File: config.mk
export PLATFORM = sky130hd
export DESIGN_NAME = ni_resend_packetizer
export DESIGN_NICKNAME = d
export VERILOG_FILES = /design/src/rtl/ni_resend_packetizer_pkg.sv /design/src/rtl/ni_resend_packetizer_chunk_mux.sv /design/src/rtl/ni_resend_packetizer.sv
export SDC_FILE = /design/constraint.sdc
export NUM_CORES = 1
export LEC_CHECK = 0
export CAP_MARGIN = 20
export CELL_PAD_IN_SITES_DETAIL_PLACEMENT = 1
export CELL_PAD_IN_SITES_GLOBAL_PLACEMENT = 1
export CORE_MARGIN = 3
export CORE_UTILIZATION = 52
export CTS_BUF_LIST = sky130_fd_sc_hd__clkbuf_16
export DETAILED_ROUTE_END_ITERATION = 12
export DONT_BUFFER_PORTS = 1
export HOLD_SLACK_MARGIN = 0.15
export PLACE_DENSITY_LB_ADDON = 0.1
export SETUP_SLACK_MARGIN = 0.02
export SYNTH_ARGS = -nofsm -noshare
export SYNTH_HDL_FRONTEND = slang
export SYNTH_SLANG_ARGS = --single-unit
File: constraint.sdc
create_clock -name clock -period 2.84 [get_ports clock]
set_input_delay 0.568 -clock clock [delete_from_list [all_inputs] [get_ports clock]]
set_output_delay 0.568 -clock clock [all_outputs]
set_load 0.05 [all_outputs]
File: src/rtl/ni_resend_packetizer_pkg.sv
// rtl/ni_resend_packetizer_pkg.sv - shared flit type, FSM state and sizing helpers for the NI packetizer
package ni_resend_packetizer_pkg;

  localparam int FTYPEWD = 2;

  typedef enum logic [FTYPEWD-1:0] {
    FT_BODY     = 2'b00,
    FT_TAIL     = 2'b01,
    FT_HEAD     = 2'b10,
    FT_HEADTAIL = 2'b11
  } ftype_e;

  typedef enum logic [1:0] {
    ST_IDLE    = 2'd0,
    ST_HEADER  = 2'd1,
    ST_PAYLOAD = 2'd2
  } state_e;

  function automatic int max_int(input int a, input int b);
    return (a > b) ? a : b;
  endfunction

endpackage

File: src/rtl/ni_resend_packetizer_chunk_mux.sv
// rtl/ni_resend_packetizer_chunk_mux.sv - selects header chunk sel, zero-padding bits beyond the header
module ni_header_chunk_mux #(
  parameter int BASE_WIDTH    = 30,
  parameter int HEADER_FLITS  = 3,
  parameter int HEADER_LENGTH = 80,
  parameter int CNTW          = 5
) (
  input  logic [HEADER_LENGTH-1:0] hdr,
  input  logic [CNTW-1:0]          sel,
  output logic [BASE_WIDTH-1:0]    chunk
);

  localparam int PADW = HEADER_FLITS * BASE_WIDTH;

  logic [PADW-1:0] padded;

  always_comb begin
    padded = '0;
    padded[HEADER_LENGTH-1:0] = hdr;
    chunk = '0;
    for (int i = 0; i < HEADER_FLITS; i++) begin
      if (sel == CNTW'(i)) chunk = padded[i*BASE_WIDTH +: BASE_WIDTH];
    end
  end

endmodule

File: src/rtl/ni_resend_packetizer.sv
// rtl/ni_resend_packetizer.sv - stores one response header and serializes header plus payload flits, with replay on request
module ni_resend_packetizer
  import ni_resend_packetizer_pkg::*;
#(
  parameter int FLIT_WIDTH    = 32,
  parameter int BASE_WIDTH    = FLIT_WIDTH - FTYPEWD,
  parameter int HEADER_FLITS  = 3,
  parameter int HEADER_LENGTH = 80,
  parameter int MAX_PAYLOAD   = 16,
  parameter int LENW          = 5
) (
  input  logic                     clock,
  input  logic                     reset_n,
  input  logic                     hdr_valid,
  output logic                     hdr_ready,
  input  logic [HEADER_LENGTH-1:0] hdr_data,
  input  logic [LENW-1:0]          pl_len,
  input  logic                     pl_valid,
  input  logic [BASE_WIDTH-1:0]    pl_data,
  output logic                     pl_ready,
  input  logic                     resend_req,
  output logic [FLIT_WIDTH-1:0]    flit_out,
  output logic                     flit_valid,
  input  logic                     flit_ready,
  output logic                     busy
);

  localparam int CNTW = max_int(LENW, $clog2(HEADER_FLITS + 1));

  state_e                   state, state_nxt;
  logic [CNTW-1:0]          cnt, cnt_nxt;
  logic [HEADER_LENGTH-1:0] stored_hdr;
  logic [LENW-1:0]          stored_len;
  logic                     resend_pend;
  logic                     have_pkt;
  logic                     load_hdr;
  logic                     service;
  logic [LENW-1:0]          len_clamped;
  logic [CNTW-1:0]          len_c;
  logic                     hdr_last;
  logic                     pl_last;
  logic [BASE_WIDTH-1:0]    chunk;
  logic [BASE_WIDTH-1:0]    fdata;
  ftype_e                   ftype;

  assign len_clamped = (pl_len > LENW'(MAX_PAYLOAD)) ? LENW'(MAX_PAYLOAD) : pl_len;
  assign len_c       = CNTW'(stored_len);
  assign hdr_last    = (cnt == CNTW'(HEADER_FLITS - 1));
  assign pl_last     = (cnt == len_c - CNTW'(1));

  ni_header_chunk_mux #(
    .BASE_WIDTH    (BASE_WIDTH),
    .HEADER_FLITS  (HEADER_FLITS),
    .HEADER_LENGTH (HEADER_LENGTH),
    .CNTW          (CNTW)
  ) u_chunk_mux (
    .hdr   (stored_hdr),
    .sel   (cnt),
    .chunk (chunk)
  );

  // A request landing on the service cycle is absorbed into the replay being started.
  always_ff @(posedge clock or negedge reset_n) begin
    if (!reset_n) begin
      state       <= ST_IDLE;
      cnt         <= '0;
      stored_hdr  <= '0;
      stored_len  <= '0;
      resend_pend <= 1'b0;
      have_pkt    <= 1'b0;
    end else begin
      state <= state_nxt;
      cnt   <= cnt_nxt;
      if (load_hdr) begin
        stored_hdr <= hdr_data;
        stored_len <= len_clamped;
        have_pkt   <= 1'b1;
      end
      if (service) resend_pend <= 1'b0;
      else if (resend_req && (have_pkt || load_hdr)) resend_pend <= 1'b1;
    end
  end

  always_comb begin
    state_nxt = state;
    cnt_nxt   = cnt;
    load_hdr  = 1'b0;
    service   = 1'b0;
    case (state)
      ST_IDLE: begin
        if (resend_pend) begin
          service   = 1'b1;
          cnt_nxt   = '0;
          state_nxt = ST_HEADER;
        end else if (hdr_valid) begin
          load_hdr  = 1'b1;
          cnt_nxt   = '0;
          state_nxt = ST_HEADER;
        end
      end
      ST_HEADER: begin
        if (flit_ready) begin
          if (hdr_last) begin
            cnt_nxt   = '0;
            state_nxt = (stored_len == '0) ? ST_IDLE : ST_PAYLOAD;
          end else begin
            cnt_nxt = cnt + CNTW'(1);
          end
        end
      end
      ST_PAYLOAD: begin
        if (pl_valid && flit_ready) begin
          if (pl_last) begin
            cnt_nxt   = '0;
            state_nxt = ST_IDLE;
          end else begin
            cnt_nxt = cnt + CNTW'(1);
          end
        end
      end
      default: state_nxt = ST_IDLE;
    endcase
  end

  always_comb begin
    hdr_ready  = (state == ST_IDLE) && !resend_pend;
    busy       = (state != ST_IDLE);
    flit_valid = 1'b0;
    pl_ready   = 1'b0;
    ftype      = FT_BODY;
    fdata      = '0;
    case (state)
      ST_HEADER: begin
        flit_valid = 1'b1;
        fdata      = chunk;
        if (hdr_last && stored_len == '0) ftype = (HEADER_FLITS == 1) ? FT_HEADTAIL : FT_TAIL;
        else if (cnt == '0)               ftype = FT_HEAD;
      end
      ST_PAYLOAD: begin
        flit_valid = pl_valid;
        pl_ready   = flit_ready;
        fdata      = pl_data;
        ftype      = pl_last ? FT_TAIL : FT_BODY;
      end
      default: ;
    endcase
  end

  assign flit_out = {ftype, fdata};

endmodule

# Yosys cells after proc, flatten, opt, wreduce, memory -nomap -nowiden

Cells that the tools add are included.

Bits of input ports: 121
Logic and storage cells: 66
Output and inout port bits: 36
Bits in registers: 94

Reductions and logical operators: 14
Equal/unequal tests: 10
Order comparisons: 1
Add/sub/neg operators: 2
Muxes and demuxes: 33

Operator list:

| kind                  | count |
|---|---|
| $mux W30              | 3 |
| $pmux W30 S2          | 1 |
| $mux W5               | 7 |
| $mux W2               | 9 |
| $pmux W5 S3           | 1 |
| $logic_not A5 Y1      | 2 |
| $mux W1               | 9 |
| $ne A2 B2 Y1 const B  | 4 |
| $pmux W2 S3           | 1 |
| $add A5 B1 Y5 const B | 1 |
| $eq A5 B1 Y1 const B  | 1 |
| $eq A5 B2 Y1 const B  | 1 |
| $eq A5 B5 Y1          | 1 |
| $gt A5 B5 Y1 const B  | 1 |
| $reduce_and A5 Y1     | 1 |
| $sub A5 B1 Y5 const B | 1 |
| $logic_and A1 B1 Y1   | 4 |
| $pmux W2 S2           | 1 |
| $reduce_and A4 Y1     | 1 |
| $reduce_bool A2 Y1    | 2 |
| $ne A3 B3 Y1 const B  | 1 |
| $reduce_bool A3 Y1    | 1 |
| $eq A2 B1 Y1 const B  | 1 |
| $eq A2 B2 Y1 const B  | 1 |
| other kinds (4)       | 4 |

# Logic depth before layout (Yosys ltp)

Depth after elaboration: 7
Depth in mapped cells: 8
Mapped depth without buffers: 8

# Hierarchy

From an unflattened synthesis, not the netlist that was laid out.

Cells, all modules: 421
Area total of the unflattened synthesis: 5052.3 um^2

Modules (own cells, without submodules):

| module               | area an instance (um^2) | instances | seq. area each (um^2) | cells an instance |
|---|---|---|---|---|
| ni_resend_packetizer | 4366.7                  | 1         | 2352.3                | 347 |
| ni_header_chunk_mux  | 685.7                   | 1         | 0.0                   | 74 |

# Worst setup path before layout

Ideal clock, no wire load.

Kind: register to output
From: reg stored_len[0] (netlist: len_c[0])
To: out flit_out[30]
Stages on the path, launching flop included: 8
Data required time: 2.272 ns
Setup slack: 0.201 ns
Buffers on the path: 0
Data arrival time: 2.071 ns
Cell sequence: dfrtp_1 > inv_1 > ha_1 > xor2_1 > o211ai_1 > a211oi_2 > nand2_1 > o22ai_1

Word-level cells in the longest chain between the ends: 4
Elaborated cells between the ends (all ways): 7
Those cells by class: add/sub: 1; eq/ne: 1; mux: 3; reduce/logical: 2

RTL lines:

| item                                                | RTL line                                                 | source |
|---|---|---|
| start: declaration                                  | ni_resend_packetizer.sv:33                               | `logic [LENW-1:0] stored_len;` |
| start signal: assignment                            | ni_resend_packetizer.sv:76                               | `stored_len <= len_clamped;` |
| $sub A5 B1 Y5 or $logic_not A5 Y1 (tied branches)   | ni_resend_packetizer.sv:49, ni_resend_packetizer.sv:136  |  |
| $eq A5 B5 Y1 or $logic_and A1 B1 Y1 (tied branches) | ni_resend_packetizer.sv:49, ni_resend_packetizer.sv:136  |  |
| $mux W1 or $mux W2 (tied branches)                  | ni_resend_packetizer.sv:143, ni_resend_packetizer.sv:136 |  |
| $pmux W2 S2 (*)                                     | ni_resend_packetizer.sv:132                              | `case (state)` |
| end: declaration                                    | ni_resend_packetizer.sv:22                               | `output logic [FLIT_WIDTH-1:0] flit_out,` |

Mark *: on every way between the ends. The rest lies on a longest branch, timed or not.

# Worst setup path after layout

From: reg cnt[0]
To: out flit_out[18]

Word-level cells in the longest chain between the ends: 5
Elaborated cells between the ends (all ways): 7
Those cells by class: eq/ne: 2; mux: 4; reduce/logical: 1

RTL lines:

| item                     | RTL line                             | source |
|---|---|---|
| start: declaration       | ni_resend_packetizer.sv:31           | `logic [CNTW-1:0] cnt, cnt_nxt;` |
| start signal: assignment | ni_resend_packetizer.sv:73           | `cnt <= cnt_nxt;` |
| $logic_not A5 Y1         | ni_resend_packetizer_chunk_mux.sv:22 | `if (sel == CNTW'(i)) chunk = padded[i*BASE_WIDTH +: BASE_WIDTH];` |
| $mux W30 (2 in series)   | ni_resend_packetizer_chunk_mux.sv:22 |  |
| $mux W30 (*)             | ni_resend_packetizer_chunk_mux.sv:22 |  |
| $pmux W30 S2 (*)         | ni_resend_packetizer.sv:132          |  |

Marks and branches as above.

==> results.yml <==
floorplan:
  ios: 157
  die-area_sq_um: 10300
  rows: 34
  fp.dieH_um: 101
  die_x_um: 101
  initial_core_util_pct: 53.9
  design.core.area_sq_um: 8760
worst_setup_path:
  slowest_delay_ns: 0.46
  cp.buffers_inverters: 3
  crit_path_end_kind: "primary output"
  cp.required_ns: 2.27
  crit_arrival_ns: 2.14
  cp_num_cells: 9
  crit_top_cell: "o21ai_1"
  crit_slowest_cell: "dfrtp_2"
  critPathKind: "flop to primary output"
  path_max_fanout: 7
  path_cells: "inv_1 > ha_2 > and3b_2 > clkbuf_4 > a22oi_1 > nand2_1 > o21ai_1 > o21ai_1 > buf_4"
  rr_worst_depth: 7
  path_delay_family: "buffers and inverters"
  start_kind: "flop"
grt:
  grt_pass1_wl_um: 19100
  antenna_found_initial: 2
  grt_max_degree: 95
  track_usage_pct: 23.9
  grt_pass1_vias: 3782
  grt_overflow_total: 0
finish:
  area.growth.synth_to_final_pct: 16.8
  stdcell_area_sq_um: 5520
  layout_common_cells: "dfrtp_1, mux2_2, nand2_1"
  fillers: 923
  final_common_cell: "dfrtp_1"
  drive_gt1_share_pct: 36.1
  nNetsFinal: 600
sta:
  finClkSkew_ns: 0.00482
  fin_crit_ns: 2.71
  worst_pin_slew_ns: 0.516
  setup_violations: 0
  grt_setup_unrepaired: "no"
  maxSlewHeadroom_pct: 65.6
  max_freq_mhz: 369
  drv_slew: 0
  period_share_pct: 95.5
  tns_ns: 0
  hold_violations: 0
placed_design:
  port_buffers: 0
  place_congestion: 0.799
  dp_hpwl_um: 8840
  dpl-instance-area_sq_um: 5110
routing:
  drtIter0Drc: 104
  ant_nets: 0
  drc: 0
  via_per_inst: 6.01
  dr.pass1.iters: 4
  wl_per_cell_um: 21.3
  vias: 3513
  drt-total-wl_um: 12500
pwr:
  p_sw_share_pct: 43.9
  p_per_area_nw_per_um2: 1370
  power_switching_mw: 3.31
  power.share.clock_pct: 14.8
  p_int_mw: 4.23
  ir_drop_v: 0.000562
  pwr-share-comb_pct: 53.2
  p_seq_share_pct: 32.0
  p_leak_nw: 2.43
cts:
  cts_buffers: 9
  path_clk_slew_ns: 0.07
  cts_root_buffer: "clkbuf_16"
  cts_buffer_depth: 2
  insertion_delay_ns: 0.33
  clock_sinks: 94
  cts_tree: "yes"
  htreeDepth: 3
job:
  maxCapViolCount: 0
run_status:
  status: "complete, no violations"
logic_synthesis:
  syn_avg_cell_area_sq_um: 10.9
  yosysWarnings: 0
  yosysSeqAreaShare_pct: 49.8
  synth_top_area_share_pct: 49.8
  yosys-top-cells-area: "dfrtp_1, mux2_2, o21ai_1"
  yosysTopAreaCell: "dfrtp_1"
  syn-num-nets: 561
  ys_seq_elements: 94
  syn_area_sq_um: 4720
  syn_inst: 432
  yosys.cell_types.count: 40
min_path:
  holdCritPathClass: "input pin to asynchronous set/reset pin"
==> state kept, by name (all words and copies together), names as in the netlist <==
register and cells:
state 2, cnt 5, stored_hdr 80, have_pkt 1
len_c 5, resend_pend 1
==> through the flow <==
stage	setup slack, ns	utilization, %	hold slack, ns	std cells	total power, mW
after global placement	0.408	58.3	0.276	562	6.14
after floorplan	0.201	-	0.272	432	5.24
after CTS	0.0354	62.1	0.172	581	7.50
final	0.128	62.9	0.137	585	7.54
after global routing	0.00861	62.9	0.163	585	8.04
after detailed placement	0.357	58.3	0.275	562	6.30
==> worst paths after layout <==
| check | slack (ns) | end | start |
|---|---|---|---|
| min reg2reg | 0.50 | have_pkt | have_pkt |
| min in group clock | 0.37 | stored_hdr[10] | hdr_data[10] |
| max reg2reg | 0.61 | stored_hdr[28] | state[0] |
| max in group asynchronous | 2.30 | cnt[3] | reset_n |
| min | 0.14 | len_c[1] | reset_n |
| max | 0.13 | flit_out[18] | cnt[0] |
==> logic make-up after synthesis <==
logic type	share of synthesized area, %
compound gates	13.8
flops	49.8
xor+xnor	0.901
mux	20.2
buf+inv	3.47
simple gates	9.72
fa+ha+maj	2.12
==> synth_stat cells, drive strengths merged <==
master and instances:
and3b 2, or2 1, buf 17, nor2b 2, inv 8, nand2b 6, nand2 69, a31oi 2
clkbuf 10, nand3 4, nand3b 1, xor2 2, dfrtp 94, nor2 5, ha 8, a21oi 5
a22oi 31, a211oi 2, o311ai 1, mux2 81, o22ai 1, nor3 6, o211ai 3, o21ai 59
nand4 1, mux2i 4, o21bai 1, xnor2 2, o2bb2ai 1, and2 3
==> timing repair <==
| item | CTS | global route |
|---|---|---|
| buffers inserted | 2 | 2 |
| pin swaps | 1 | 3 |
| endpoints found under the setup margin | 24 | 28 |
| cloned | 0 | 1 |
| gates resized for setup | 5 | 15 |
| hold endpoints to repair | 94 | 0 |
| hold buffers | 1 | 0 |
==> cell type report <==
type	instances	area [sq um]	share of cell area [%]
Sequential cell	94	2360	42.7
Multi-Input combinational cell	303	2240	40.6
Timing Repair Buffer	55	480	8.71
Clock buffer	9	225	4.08
Tap cell	108	135	2.45
Clock inverter	7	50.0	0.907
Inverter	8	30.0	0.544
Antenna cell	1	2.50	0.0454
==> metal layers <==
layer | vias to the layer above | part of all wire, % | wire length [um] | track usage (%)
met1 | 1785 | 40 | 4980 | 28.4
met2 | 97 | 53 | 6580 | 41.9
li1 | 1621 | - | - | -
met3 | 8 | 6.6 | 816 | 7.44
met4 | 2 | 0.47 | 59 | 6.54
met5 | - | 0.10 | 13 | 0
==> power groups by stage <==
stage / Combinational, mW / Sequential (mW) / Clock (mW)
global placement: 3.76 / 2.37 / 0
floorplan: 2.97 / 2.27 / 0
CTS: 3.95 / 2.41 / 1.14
detailed placement: 3.88 / 2.42 / 0
finish: 4.01 / 2.41 / 1.12
global route: 4.37 / 2.48 / 1.20
==> worst reg2reg max path, stage by stage (launching register included) <==
cell and delay (ns):
dfrtp_1 0.36, inv_1 0.08, ha_1 0.23, inv_2 0.25, nor2_1 0.17, nand2_4 0.31
buf_4 0.35, mux2_2 0.38
Power figures use the tool's default switching activity.
